[src/rtl/mam_mem_arbiter.sv]
// Two-port round-robin arbiter in front of a single burst-capable memory port.
// Define MAM_ARB_FIXED_PRIO_EN to replace round-robin with fixed priority (port 0 first).
module mam_mem_arbiter #(
    parameter int DATA_WIDTH = 16,
    parameter int ADDR_WIDTH = 32
) (
    input  logic                      clk,
    input  logic                      rst,
    input  logic [1:0]                s_req_valid,
    output logic [1:0]                s_req_ready,
    input  logic [1:0]                s_req_rw,
    input  logic [1:0]                s_req_burst,
    input  logic [2*ADDR_WIDTH-1:0]   s_req_addr,
    input  logic [27:0]               s_req_beats,
    input  logic [1:0]                s_write_valid,
    output logic [1:0]                s_write_ready,
    input  logic [2*DATA_WIDTH-1:0]   s_write_data,
    input  logic [2*DATA_WIDTH/8-1:0] s_write_strb,
    output logic [1:0]                s_read_valid,
    input  logic [1:0]                s_read_ready,
    output logic [DATA_WIDTH-1:0]     s_read_data,
    output logic                      m_req_valid,
    input  logic                      m_req_ready,
    output logic                      m_req_rw,
    output logic [ADDR_WIDTH-1:0]     m_req_addr,
    output logic                      m_req_burst,
    output logic [13:0]               m_req_beats,
    output logic                      m_write_valid,
    output logic [DATA_WIDTH-1:0]     m_write_data,
    output logic [DATA_WIDTH/8-1:0]   m_write_strb,
    input  logic                      m_write_ready,
    input  logic                      m_read_valid,
    input  logic [DATA_WIDTH-1:0]     m_read_data,
    output logic                      m_read_ready,
    output logic [1:0]                grant,
    output logic                      busy
);
    localparam int STRB_W = DATA_WIDTH / 8;

    typedef enum logic [1:0] {ST_IDLE, ST_REQ, ST_WRITE, ST_READ} state_t;

    state_t      r_state;
    state_t      w_state_nxt;
    logic [1:0]  r_grant;
    logic [1:0]  w_grant_nxt;
    logic [13:0] r_cnt;
    logic [13:0] w_cnt_nxt;
    logic        w_done;
    logic        w_g;
    logic        w_winner;
    logic        w_req_hs;
    logic        w_req_burst;
    logic [13:0] w_req_beats;

    assign w_g         = r_grant[1];
    assign w_req_burst = s_req_burst[w_g];
    assign w_req_beats = w_g ? s_req_beats[27:14] : s_req_beats[13:0];
    assign w_req_hs    = s_req_valid[w_g] & m_req_ready;

`ifdef MAM_ARB_FIXED_PRIO_EN
    assign w_winner = ~s_req_valid[0];
`else
    // Index of the requester served most recently; reset value makes port 0 win first.
    logic r_last;

    always_ff @(posedge clk or negedge rst) begin
        if (!rst) begin
            r_last <= 1'b1;
        end else if (w_done) begin
            r_last <= w_g;
        end
    end

    assign w_winner = (&s_req_valid) ? ~r_last : s_req_valid[1];
`endif

    always_ff @(posedge clk or negedge rst) begin
        if (!rst) begin
            r_state <= ST_IDLE;
            r_grant <= 2'b00;
            r_cnt   <= 14'd0;
        end else begin
            r_state <= w_state_nxt;
            r_grant <= w_grant_nxt;
            r_cnt   <= w_cnt_nxt;
        end
    end

    assign grant = r_grant;
    assign busy  = (r_state != ST_IDLE);

    always_comb begin
        w_state_nxt   = r_state;
        w_grant_nxt   = r_grant;
        w_cnt_nxt     = r_cnt;
        w_done        = 1'b0;
        s_req_ready   = 2'b00;
        s_write_ready = 2'b00;
        s_read_valid  = 2'b00;
        s_read_data   = '0;
        m_req_valid   = 1'b0;
        m_req_rw      = 1'b0;
        m_req_addr    = '0;
        m_req_burst   = 1'b0;
        m_req_beats   = 14'd0;
        m_write_valid = 1'b0;
        m_write_data  = '0;
        m_write_strb  = '0;
        m_read_ready  = 1'b0;

        case (r_state)
            ST_IDLE: begin
                if (|s_req_valid) begin
                    w_grant_nxt = w_winner ? 2'b10 : 2'b01;
                    w_state_nxt = ST_REQ;
                end
            end
            ST_REQ: begin
                m_req_valid       = s_req_valid[w_g];
                m_req_rw          = s_req_rw[w_g];
                m_req_addr        = w_g ? s_req_addr[ADDR_WIDTH +: ADDR_WIDTH]
                                        : s_req_addr[0 +: ADDR_WIDTH];
                m_req_burst       = w_req_burst;
                m_req_beats       = w_req_beats;
                s_req_ready[w_g]  = m_req_ready;
                if (w_req_hs) begin
                    w_cnt_nxt = w_req_burst ? w_req_beats : 14'd1;
                    // A zero-length burst has no data phase at all.
                    if (w_req_burst && (w_req_beats == 14'd0)) begin
                        w_done = 1'b1;
                    end else begin
                        w_state_nxt = s_req_rw[w_g] ? ST_WRITE : ST_READ;
                    end
                end
            end
            ST_WRITE: begin
                m_write_valid      = s_write_valid[w_g];
                m_write_data       = w_g ? s_write_data[DATA_WIDTH +: DATA_WIDTH]
                                         : s_write_data[0 +: DATA_WIDTH];
                m_write_strb       = w_g ? s_write_strb[STRB_W +: STRB_W]
                                         : s_write_strb[0 +: STRB_W];
                s_write_ready[w_g] = m_write_ready;
                if (s_write_valid[w_g] && m_write_ready) begin
                    w_cnt_nxt = r_cnt - 14'd1;
                    w_done    = (r_cnt == 14'd1);
                end
            end
            ST_READ: begin
                s_read_valid[w_g] = m_read_valid;
                s_read_data       = m_read_data;
                m_read_ready      = s_read_ready[w_g];
                if (m_read_valid && s_read_ready[w_g]) begin
                    w_cnt_nxt = r_cnt - 14'd1;
                    w_done    = (r_cnt == 14'd1);
                end
            end
            default: begin
                w_state_nxt = ST_IDLE;
            end
        endcase

        if (w_done) begin
            w_state_nxt = ST_IDLE;
            w_grant_nxt = 2'b00;
        end
    end
endmodule

[config.mk]
export PLATFORM = sky130hd
export DESIGN_NAME = mam_mem_arbiter
export DESIGN_NICKNAME = d
export VERILOG_FILES = /design/src/rtl/mam_mem_arbiter.sv
export SDC_FILE = /design/constraint.sdc
export NUM_CORES = 1
export LEC_CHECK = 0
export ABC_CLOCK_PERIOD_IN_PS = 2100
export BUFFER_PORTS_ARGS = -buffer_cell sky130_fd_sc_hd__buf_2
export CAP_MARGIN = 25
export CORE_MARGIN = 8
export CORE_UTILIZATION = 33
export DETAILED_ROUTE_END_ITERATION = 8
export PLACE_DENSITY = 0.88
export RECOVER_POWER = 100
export SLEW_MARGIN = 20
export SYNTH_ARGS = -nofsm -noshare
export SYNTH_HDL_FRONTEND = slang
export SYNTH_SLANG_ARGS = --single-unit
[constraint.sdc]
create_clock -name clk -period 2.1 [get_ports clk]
set_clock_uncertainty 0.05 [all_clocks]
set_input_delay 0.105 -clock clk [delete_from_list [all_inputs] [get_ports clk]]
set_output_delay 0.105 -clock clk [all_outputs]
set_load 0.02 [all_outputs]
==> impl_metrics.tcl <==
set metrics [dict create \
    power_density_mw_per_mm2 1080 \
    root_buffer "clkbuf_8" \
    worst-path-buf-inv 1 \
    relSlewSlack 0.268 \
    cp_num_cells 6 \
    clock_path_buffers 2 \
    fin_cells 700 \
    worstPathCellList "mux2i_1 > buf_4 > o22a_1 > nor4_4 > a22o_2 > o41ai_2" \
    async_reset_ff_frac 1.00 \
    worstRegToRegCells 6 \
    fin_crit_sh 0.977 \
    port_buffers 252 \
    wl_per_cell_um 20.1 \
    preCtsSetupSlack_ns -0.0680 \
    grt.overflow.total 0 \
    initial_core_util 0.332 \
    place.gp.congestion 0.927 \
    ys_ff_latch 19 \
    worstMarginPinSlew_ns 1.10 \
    syn-num-nets 496 \
    r2r_slack_ns 0.05 \
    rsz0062_at_grt "yes" \
    setup_violations 0 \
    num_rows 32 \
    busiest_layer "met2" \
    end_kind "register" \
    max_freq_mhz 488 \
    clkTransAtPathRegs_ns 0.07 \
    drv_slew 0 \
    holdPathStages 3 \
    drc 0 \
    outcome "finished clean" \
    max_stage_delay_ns 0.55 \
    drive_above_1_share 0.522 \
    p_seq_frac 0.145 \
    n_fill_cell 681 \
    first_global_vias 3769 \
    cts_buffers 3 \
    synth.cell_area_sq_mm 0.00251 \
    drtPass1Iterations 6 \
    dieHeight_um 103 \
    p_sw_frac 0.547 \
    yosysWarningCount 0 \
    vias_per_cell 5.34 \
    yosysUniqueCellTypes 45 \
    finalWorstSetupSlack_ns 0.0488 \
    final_antenna_net_count 0 \
    crit_type "register to register" \
    first_iter_violations 361 \
    synthTopCellsByArea "mux2i_1, dfrtp_1, nor2_1" \
    track_usage 0.239 \
    placed_cells 691 \
    yosysMostFrequentCell "nor2_1" \
    use_met3 0.0535 \
    syn_inst 335 \
    hold_path_class "input pin to register" \
    critical_path.top_delay_family "compound AO/OA/AOI/OAI gates" \
    crit_start "grant[1]" \
    synth_edf_count 0 \
    wl_um 14100 \
    ys_top_cells_by_count "nor2_1, mux2i_1, and3_1" \
    hpwl_um 11700 \
    antenna_found_initial 2 \
    r2r-end "r_state[0]" \
    clock-sinks 19 \
    worstPathMaxFanout 8 \
    synth_top_cell_area_share 0.275 \
    vias 3737 \
    h-tree-depth 1 \
    ys.flop_type "dfrtp_1" \
    met2_usage 0.423 \
    pwr-share-clk 0.059 \
    p_int_uw 2040 \
    leakage_uw 0.00225 \
    yosys.area.top_type "mux2i_1" \
    cp-start-kind "register" \
    maxCapViolCount 0 \
    grt_pass1_wl_um 19800 \
    io_pins 253 \
    worstPathArrival_ns 2.16 \
    gr-usage-met1 0.277 \
    period_needed_ns 2.05 \
    core_area_sq_mm 0.00757 \
    required_ns 2.21 \
    grt_max_degree 33 \
    ir_worst_vdd_v 0.000545 \
    r2r_start "grant[1]" \
    syn_to_final_growth_pct 66.3 \
    worstHoldStart "m_req_ready" \
    yosysSeqAreaShare 0.190 \
    cts_tree "done" \
    nets 758 \
    finalHoldViolations 0 \
    combPwrFrac 0.796 \
    die-area_sq_mm 0.0107 \
    avgSynthCellArea_sq_um 7.50 \
    hold_end "r_state[1]" \
    die_x_um 103 \
    p_sw_uw 2470 \
    clk_latency_ns 0.26 \
    slowest_stage "dfrtp_4" \
]
==> per-stage QoR <==
step	TNS [ns]	hold slack, ns	total power (uW)	utilization	instance area, sq um
final	0	0.0992	4500	0.552	4180
after global routing	-0.0347	0.110	4780	0.552	4180
after CTS	0	0.105	4390	0.539	4080
after detailed placement	-0.0930	0.0251	4070	0.528	3990
after global placement	0	0.0148	3990	0.528	3990
after floorplan	0	-0.241	2900	-	2510
==> registers in the layout (all words and copies together) (netlist names) <==
name and flops:
r_cnt 14, grant 2, r_state 2, r_last 1
==> tightest hold or removal path, stage by stage <==
cell and delay [ns]:
buf_2 0.13, nand3_1 0.07, o22ai_1 0.06
==> area by class of cell <==
class                   instances  area, sq um  area share
repair buffers                283         1520       0.363
flip-flops and latches         19          482       0.115
multi-input cells             282         1970       0.471
clock buffers                   4         45.0      0.0108
inverters                       8         33.8     0.00809
diodes                          2         5.00     0.00120
well taps                     102          128      0.0306
==> layer usage <==
layer / up-vias / wire (um) / share of wire
li1: 1744 / - / -
met1: 1731 / 5120 / 0.36
met2: 231 / 7450 / 0.53
met3: 31 / 1180 / 0.084
met4: 0 / 301 / 0.021
met5: - / 0 / 0
==> layout by cell type, fill, tap and decap left out, types with 2 or more instances in the layout <==
cell type / count
a21oi_1: 7
nand3_1: 7
buf_2: 250
nand2_1: 8
dfrtp_1: 16
nor2_1: 78
o21ai_1: 7
o21ai_0: 10
nor4_1: 5
inv_1: 7
and3_1: 18
mux2_2: 2
a221o_1: 12
diode_2: 2
o31ai_1: 4
ha_1: 2
clkbuf_1: 3
buf_8: 2
or3_1: 3
buf_6: 2
o22ai_1: 2
a21oi_2: 2
or4_1: 2
buf_4: 26
clkbuf_8: 3
mux2i_1: 68
nor3_1: 15
nor4_2: 2
==> kinds of logic after synthesis <==
logic type | count (synthesis) | share of synthesized area
simple gates | 152 | 0.291
mux | 71 | 0.284
compound gates | 56 | 0.161
buf+inv | 35 | 0.0633
flops | 19 | 0.190
fa+ha+maj | 2 | 0.00996
==> power by group through the flow <==
stage	Clock, uW	Combinational, uW	Sequential (uW)
after floorplan	0	2300	607
after detailed placement	0	3430	641
after CTS	260	3490	634
final	265	3590	655
after global routing	273	3830	672
after global placement	0	3370	629
==> worst max path at each step <==
stage | to | slack, ns
4_1_cts | r_cnt[10] | 0.005
5_1_grt | r_state[0] | -0.03
2_1_floorplan | r_cnt[10] | 0.04
6_report | r_state[0] | 0.05
3_3_place_gp | r_last | 0.02
3_5_place_dp | r_last | -0.07
==> timing repair <==
| item | 4_1_cts | 5_1_grt |
|---|---|---|
| hold buffers | 1 | 0 |
| resized for setup | 7 | 19 |
| pin swaps | 2 | 2 |
| endpoints found under the setup margin | 7 | 66 |
| gates cloned | 0 | 1 |
| setup buffers | 1 | 0 |
| endpoints found under the hold margin | 18 | 0 |
Power figures use the tool's default switching activity.
